[src/rtl/iic_seq_pkg.sv]
// Shared types and constants for the IIC boot-time configuration sequencer.
// Holds the sequencer state enum, command-table entry field positions and
// the index reported when the switch front end itself fails to initialise.
package iic_seq_pkg;

  typedef enum logic [3:0] {
    ST_IDLE,
    ST_FETCH,
    ST_LOAD,
    ST_REQ,
    ST_XFER,
    ST_VREQ,
    ST_VXFER,
    ST_CHECK,
    ST_GAP,
    ST_DONE,
    ST_FAIL
  } seq_state_t;

  // Command table entry: {LAST, DAD[6:0], ADR[7:0], DATA[7:0]}
  localparam int ENTRY_W  = 24;
  localparam int LAST_BIT = 23;
  localparam int DAD_MSB  = 22;
  localparam int DAD_LSB  = 16;
  localparam int ADR_MSB  = 15;
  localparam int ADR_LSB  = 8;
  localparam int DATA_MSB = 7;
  localparam int DATA_LSB = 0;

  // Reported on ERR_IDX_OUT when the switch init failure forces FAIL
  localparam logic [7:0] FAIL_IDX = 8'hFF;

  // Channel byte count is encoded as count-1, so 8'h00 means one byte
  localparam logic [7:0] NUM_ONE_BYTE = 8'h00;

endpackage

[src/rtl/iic_seq_gap_timer.sv]
// Retry gap timer: 16-bit load/decrement counter with a zero flag.
// Latency: load and decrement take effect on the next CLK_IN edge; saturates at 0.
// Ports: CLK_IN/RESET_IN (async, active-high), load + load_val, dec, zero.
module iic_seq_gap_timer (
  input  logic        CLK_IN,
  input  logic        RESET_IN,
  input  logic        load,
  input  logic [15:0] load_val,
  input  logic        dec,
  output logic        zero
);

  logic [15:0] cnt;

  always_ff @(posedge CLK_IN or posedge RESET_IN) begin
    if (RESET_IN) begin
      cnt <= '0;
    end else if (load) begin
      cnt <= load_val;
    end else if (dec && (cnt != 16'd0)) begin
      cnt <= cnt - 16'd1;
    end
  end

  assign zero = (cnt == 16'd0);

endmodule

[src/rtl/iic_cfg_sequencer.sv]
// Boot-time config sequencer: walks a table of 1-byte IIC register writes,
// retrying failed entries after a gap; START to first IIC_REQ_OUT is 3 cycles.
// Backpressure: IIC_REQ_OUT holds until IIC_RAK_IN, completion waits for IIC_BSY_IN low.
// Ports: CLK_IN, RESET_IN (async, active-high), START_IN, status BUSY/DONE/FAIL_OUT,
//   ERR_IDX_OUT, table port TBL_ADR_OUT/TBL_DAT_IN (1-cycle read), channel request
//   IIC_*_OUT, channel response IIC_*_IN, INIT_ERR_IN (switch init failure).
// Build option: define IIC_SEQ_VERIFY_EN to read back and compare each clean write.
module iic_cfg_sequencer #(
  parameter logic [7:0]  ENTRIES = 8'd32,
  parameter logic [1:0]  RETRY   = 2'd3,
  parameter logic [15:0] GAP     = 16'd2000
) (
  input  logic        CLK_IN,
  input  logic        RESET_IN,
  input  logic        START_IN,
  output logic        BUSY_OUT,
  output logic        DONE_OUT,
  output logic        FAIL_OUT,
  output logic [7:0]  ERR_IDX_OUT,
  output logic [7:0]  TBL_ADR_OUT,
  input  logic [23:0] TBL_DAT_IN,
  output logic        IIC_REQ_OUT,
  output logic [7:0]  IIC_NUM_OUT,
  output logic [6:0]  IIC_DAD_OUT,
  output logic [7:0]  IIC_ADR_OUT,
  output logic        IIC_RNW_OUT,
  output logic [7:0]  IIC_WDT_OUT,
  input  logic        IIC_RAK_IN,
  input  logic        IIC_WDA_IN,
  input  logic        IIC_WAE_IN,
  input  logic        IIC_BSY_IN,
  input  logic [7:0]  IIC_RDT_IN,
  input  logic        IIC_RVL_IN,
  input  logic        IIC_EOR_IN,
  input  logic        IIC_ERR_IN,
  input  logic        INIT_ERR_IN
);

  import iic_seq_pkg::*;

  seq_state_t  state;
  logic [7:0]  index;
  logic [1:0]  attempt;
  logic        err_f;
  logic        last_f;
  logic        init_pend;
  logic        xfer_end;
  logic        abort;
  logic        tmr_dec;
  logic        tmr_zero;
  logic        unused_in;

  // Write-acknowledge status is informational only; a missing WDA is not an error.
`ifdef IIC_SEQ_VERIFY_EN
  logic        rvl_seen;
  logic        rd_bad;

  // Readback fails on a data mismatch, a channel error, or BSY falling with no RVL.
  assign rd_bad = (IIC_RVL_IN && (IIC_RDT_IN != IIC_WDT_OUT)) ||
                  (IIC_ERR_IN && IIC_BSY_IN) ||
                  (!IIC_BSY_IN && !rvl_seen && !IIC_RVL_IN);
  assign unused_in = ^{IIC_WDA_IN, IIC_WAE_IN, IIC_EOR_IN};
`else
  assign unused_in = ^{IIC_WDA_IN, IIC_WAE_IN, IIC_EOR_IN, IIC_RVL_IN, IIC_RDT_IN};
`endif

  assign TBL_ADR_OUT = index;
  assign IIC_NUM_OUT = NUM_ONE_BYTE;

  // A transaction is complete on the first BSY-low cycle after RAK.
  assign xfer_end = ((state == ST_XFER) || (state == ST_VXFER)) && !IIC_BSY_IN;

  // Switch init failure: immediate when nothing is on the channel, otherwise
  // remembered in init_pend and taken once the outstanding transfer completes.
  assign abort = (INIT_ERR_IN && (state inside {ST_FETCH, ST_LOAD, ST_CHECK, ST_GAP, ST_DONE})) ||
                 (xfer_end && (init_pend || INIT_ERR_IN));

  // The timer is loaded at transfer end so CHECK counts as the first idle gap cycle.
  assign tmr_dec = (state == ST_CHECK) || (state == ST_GAP);

  iic_seq_gap_timer u_gap_timer (
    .CLK_IN   (CLK_IN),
    .RESET_IN (RESET_IN),
    .load     (xfer_end),
    .load_val (GAP - 16'd1),
    .dec      (tmr_dec),
    .zero     (tmr_zero)
  );

  always_ff @(posedge CLK_IN or posedge RESET_IN) begin
    if (RESET_IN) begin
      state       <= ST_IDLE;
      index       <= '0;
      attempt     <= '0;
      err_f       <= 1'b0;
      last_f      <= 1'b0;
      init_pend   <= 1'b0;
      BUSY_OUT    <= 1'b0;
      DONE_OUT    <= 1'b0;
      FAIL_OUT    <= 1'b0;
      ERR_IDX_OUT <= '0;
      IIC_REQ_OUT <= 1'b0;
      IIC_DAD_OUT <= '0;
      IIC_ADR_OUT <= '0;
      IIC_RNW_OUT <= 1'b0;
      IIC_WDT_OUT <= '0;
`ifdef IIC_SEQ_VERIFY_EN
      rvl_seen    <= 1'b0;
`endif
    end else begin
      init_pend <= init_pend | INIT_ERR_IN;
      if (abort) begin
        state       <= ST_FAIL;
        BUSY_OUT    <= 1'b0;
        FAIL_OUT    <= 1'b1;
        ERR_IDX_OUT <= FAIL_IDX;
      end else begin
        case (state)
          ST_IDLE, ST_DONE, ST_FAIL: begin
            if (START_IN) begin
              state       <= ST_FETCH;
              index       <= '0;
              attempt     <= '0;
              init_pend   <= 1'b0;
              BUSY_OUT    <= 1'b1;
              DONE_OUT    <= 1'b0;
              FAIL_OUT    <= 1'b0;
              ERR_IDX_OUT <= '0;
            end
          end
          ST_FETCH: state <= ST_LOAD;
          ST_LOAD: begin
            // Retries reuse the captured entry; only a fresh fetch reloads it.
            if (attempt == 2'd0) begin
              last_f      <= TBL_DAT_IN[LAST_BIT];
              IIC_DAD_OUT <= TBL_DAT_IN[DAD_MSB:DAD_LSB];
              IIC_ADR_OUT <= TBL_DAT_IN[ADR_MSB:ADR_LSB];
              IIC_WDT_OUT <= TBL_DAT_IN[DATA_MSB:DATA_LSB];
            end
            IIC_RNW_OUT <= 1'b0;
            IIC_REQ_OUT <= 1'b1;
            err_f       <= 1'b0;
            state       <= ST_REQ;
          end
          ST_REQ: begin
            if (IIC_RAK_IN) begin
              IIC_REQ_OUT <= 1'b0;
              err_f       <= err_f | IIC_ERR_IN;
              state       <= ST_XFER;
            end
          end
          ST_XFER: begin
            err_f <= err_f | (IIC_ERR_IN & IIC_BSY_IN);
            if (!IIC_BSY_IN) begin
`ifdef IIC_SEQ_VERIFY_EN
              if (!err_f) begin
                IIC_RNW_OUT <= 1'b1;
                IIC_REQ_OUT <= 1'b1;
                rvl_seen    <= 1'b0;
                state       <= ST_VREQ;
              end else begin
                state <= ST_CHECK;
              end
`else
              state <= ST_CHECK;
`endif
            end
          end
`ifdef IIC_SEQ_VERIFY_EN
          ST_VREQ: begin
            if (IIC_RAK_IN) begin
              IIC_REQ_OUT <= 1'b0;
              err_f       <= err_f | IIC_ERR_IN;
              state       <= ST_VXFER;
            end
          end
          ST_VXFER: begin
            err_f <= err_f | rd_bad;
            if (IIC_RVL_IN) rvl_seen <= 1'b1;
            if (!IIC_BSY_IN) state <= ST_CHECK;
          end
`endif
          ST_CHECK: begin
            if (!err_f) begin
              // The last table slot ends the walk even without LAST; no wrap.
              if (last_f || (index == (ENTRIES - 8'd1))) begin
                state    <= ST_DONE;
                DONE_OUT <= 1'b1;
                BUSY_OUT <= 1'b0;
              end else begin
                index   <= index + 8'd1;
                attempt <= '0;
                state   <= ST_FETCH;
              end
            end else if (attempt < RETRY) begin
              attempt <= attempt + 2'd1;
              state   <= ST_GAP;
            end else begin
              state       <= ST_FAIL;
              FAIL_OUT    <= 1'b1;
              BUSY_OUT    <= 1'b0;
              ERR_IDX_OUT <= index;
            end
          end
          ST_GAP: begin
            if (tmr_zero) state <= ST_LOAD;
          end
          default: state <= ST_IDLE;
        endcase
      end
    end
  end

endmodule
[config.mk]
export PLATFORM = sky130hd
export DESIGN_NAME = iic_cfg_sequencer
export DESIGN_NICKNAME = d
export VERILOG_FILES = /design/src/rtl/iic_seq_pkg.sv /design/src/rtl/iic_seq_gap_timer.sv /design/src/rtl/iic_cfg_sequencer.sv
export SDC_FILE = /design/constraint.sdc
export NUM_CORES = 1
export LEC_CHECK = 0
export ABC_AREA = 1
export BUFFER_PORTS_ARGS = -buffer_cell sky130_fd_sc_hd__buf_2
export CAP_MARGIN = 20
export CORE_UTILIZATION = 45
export DETAILED_ROUTE_END_ITERATION = 8
export GPL_ROUTABILITY_DRIVEN = 0
export HOLD_SLACK_MARGIN = 0.12
export PLACE_DENSITY = 0.69
export SYNTH_ARGS = -nofsm -noshare
export SYNTH_HDL_FRONTEND = slang
export SYNTH_SLANG_ARGS = --single-unit
[constraint.sdc]
create_clock -name CLK_IN -period 3.7 [get_ports CLK_IN]
set_clock_uncertainty 0.05 [all_clocks]
set_input_delay 0.37 -clock CLK_IN [delete_from_list [all_inputs] [get_ports CLK_IN]]
set_output_delay 0.37 -clock CLK_IN [all_outputs]
set_load 0.1 [all_outputs]
==> impl_metrics.env <==
export IMPL_outcome="finished, final reports clean"
export IMPL_synthDistinctLibCells=30
export IMPL_mostFrequentLayoutCell="nand2_1"
export IMPL_start_util_pct=46.1
export IMPL_grt_ovfl_total=0
export IMPL_synth_cell_area_um2=3770
export IMPL_wl_per_cell_um=12.1
export IMPL_synthToLayoutAreaGrowth_pct=17.0
export IMPL_cp_required_ps=3880
export IMPL_synth_main_ff_cell="dfrtp_1"
export IMPL_worstMarginPinSlew_ps=707
export IMPL_synth_warnings=0
export IMPL_hold_violations=0
export IMPL_arrival_ps=2650
export IMPL_die_h_um=93.5
export IMPL_antenna_left=0
export IMPL_cts_sinks=68
export IMPL_async_flop_share_pct=100
export IMPL_ys_seq_area_share_pct=45.1
export IMPL_clk_latency_ps=340
export IMPL_finalCritPeriodShare_pct=66.9
export IMPL_final_cell_mix="nand2_1 (218), buf_2 (73), dfrtp_1 (68), nor2_1 (63), inv_1 (41)"
export IMPL_drt_iter0_drc=178
export IMPL_io_buffers=73
export IMPL_grt_max_degree=40
export IMPL_htreeDepth=3
export IMPL_grt_total_usage_pct=20.7
export IMPL_cp_start_kind="flop"
export IMPL_fin_tns_setup_ps=0
export IMPL_endpoint_kind="flop"
export IMPL_clockRootBuffer="clkbuf_8"
export IMPL_yosys_area_top_type="dfrtp_1"
export IMPL_cts_tree="done"
export IMPL_synthTopCellsByArea="dfrtp_1 (45%), nand2_1 (22%), nor2_1 (6.3%), inv_1 (4.2%), nand4_1 (3.5%)"
export IMPL_coreArea_um2=8180
export IMPL_critPathKind="reg -> reg"
export IMPL_setup_violations=0
export IMPL_dr_pass1_iters=4
export IMPL_rows=33
export IMPL_ios=95
export IMPL_hpwl_mm=6.07
export IMPL_netlist_instances=527
export IMPL_hold_class="in -> reg"
export IMPL_min_period_ps=2470
export IMPL_die_w_um=93.5
export IMPL_drv_slew=0
export IMPL_vias=3508
export IMPL_n_antenna_cell=0
export IMPL_cts_buffers=9
export IMPL_cts_hold_buf=1
export IMPL_via_per_inst=4.93
export IMPL_grt_pass1_wl_mm=14.1
export IMPL_ctsResizeCount=0
export IMPL_yosysTopAreaCellShare_pct=45.1
export IMPL_synth_seq_cells=68
export IMPL_critPathMaxFanout=26
export IMPL_slew_headroom_pct=52.8
export IMPL_n_fill_cell=805
export IMPL_cts_setup_buffers=0
export IMPL_drcViolationCount=0
export IMPL_grt_pass1_vias=3135
export IMPL_multi_input_area_um2=1780
export IMPL_postRouteWirelength_mm=8.63
export IMPL_fmax_mhz=404
export IMPL_maxCapViolCount=0
export IMPL_nets=650
export IMPL_rsz0062_at_grt="false"
export IMPL_synth_avg_cell_area_um2=7.15
export IMPL_register_area_um2=1700
export IMPL_clock_path_buffers=2
export IMPL_path_clk_slew_ps=80
export IMPL_drive_above_1_share_pct=17.5
export IMPL_synth_edf_count=0
export IMPL_antenna_found_initial=0
export IMPL_die_area_um2=8750
-- synth_stat cells, drive strengths merged (2+ instances only) --
| master | instances |
|---|---|
| o21bai | 2 |
| nor2 | 67 |
| nand3 | 24 |
| nand3b | 2 |
| nand2 | 224 |
| buf | 17 |
| dfrtp | 68 |
| xor2 | 5 |
| o21ai | 21 |
| nor3b | 2 |
| a21oi | 15 |
| ha | 5 |
| inv | 45 |
| nand4 | 21 |
| clkbuf | 4 |
-- layout make-up --
class	count	area share, %
Timing Repair Buffer	77	9.02
Sequential cell	68	38.6
Inverter	46	3.91
Clock inverter	7	2.27
Clock buffer	9	2.81
Multi-Input combinational cell	400	40.4
Tap cell	105	2.98
-- per-stage QoR --
| step | area, um^2 | cells | hold slack (ps) | utilization [%] | worst slack, ps |
|---|---|---|---|---|---|
| floorplan | 3800 | 535 | 418 | - | 1260 |
| global placement | 4180 | 695 | 398 | 51.1 | 1320 |
| detailed placement | 4180 | 695 | 404 | 51.1 | 1260 |
| CTS | 4410 | 712 | 152 | 53.9 | 1240 |
| global route | 4410 | 712 | 166 | 53.9 | 1020 |
| finish | 4410 | 712 | 172 | 53.9 | 1230 |
-- critical path: stages (launching register included) --
cell and delay [ps]:
dfrtp_1 380, inv_1 90, nand2_1 150, inv_1 80, nand2_1 390, nor2_1 130, inv_2 150, nand2_4 160
nor2_8 340, inv_2 260, nand2_1 110, nand2_1 60
-- flip-flops by register name, indices dropped and copies added, names as in the netlist --
signal / flops
attempt: 2
last_f: 1
IIC_WDT_OUT: 8
ERR_IDX_OUT: 8
DONE_OUT: 1
IIC_REQ_OUT: 1
BUSY_OUT: 1
IIC_DAD_OUT: 7
err_f: 1
init_pend: 1
IIC_ADR_OUT: 8
TBL_ADR_OUT: 8
u_gap_timer.cnt: 16
FAIL_OUT: 1
state: 4
-- routing by layer --
metal | global-route usage, % | share of wire [%] | wire length, um | vias up
met4 | 6.03 | 1.3 | 116 | 0
met1 | 26.2 | 46 | 3960 | 1600
met2 | 35.4 | 48 | 4120 | 99
met3 | 4.72 | 5.1 | 436 | 10
met5 | 0 | 0 | 0 | -
li1 | - | - | - | 1799
-- final timing paths --
kind,cells past startpoint,slack [ps],from,endpoint
max reg2reg,11,1230,state[3],IIC_DAD_OUT[6]
min reg2reg,2,420,ERR_IDX_OUT[4],ERR_IDX_OUT[4]
min,3,170,TBL_DAT_IN[4],IIC_WDT_OUT[4]
max in group asynchronous,4,2050,RESET_IN,ERR_IDX_OUT[7]
min in group asynchronous,3,610,RESET_IN,IIC_ADR_OUT[5]
max,11,1230,state[3],IIC_DAD_OUT[6]
-- logic make-up after synthesis --
family | after synthesis | synth area share, %
and+or+nand+nor | 341 | 38.0
DFF | 68 | 45.1
buffers and inverters | 67 | 8.36
AOI/OAI and AO/OA | 39 | 5.34
xor gates and xnor gates | 6 | 1.39
adders and majority gates | 5 | 1.66
other | 1 | 0.0995
Power is left out: the tool's default activity adds up to more than one toggle a clock period on the data nets, which glitch-free logic cannot reach.
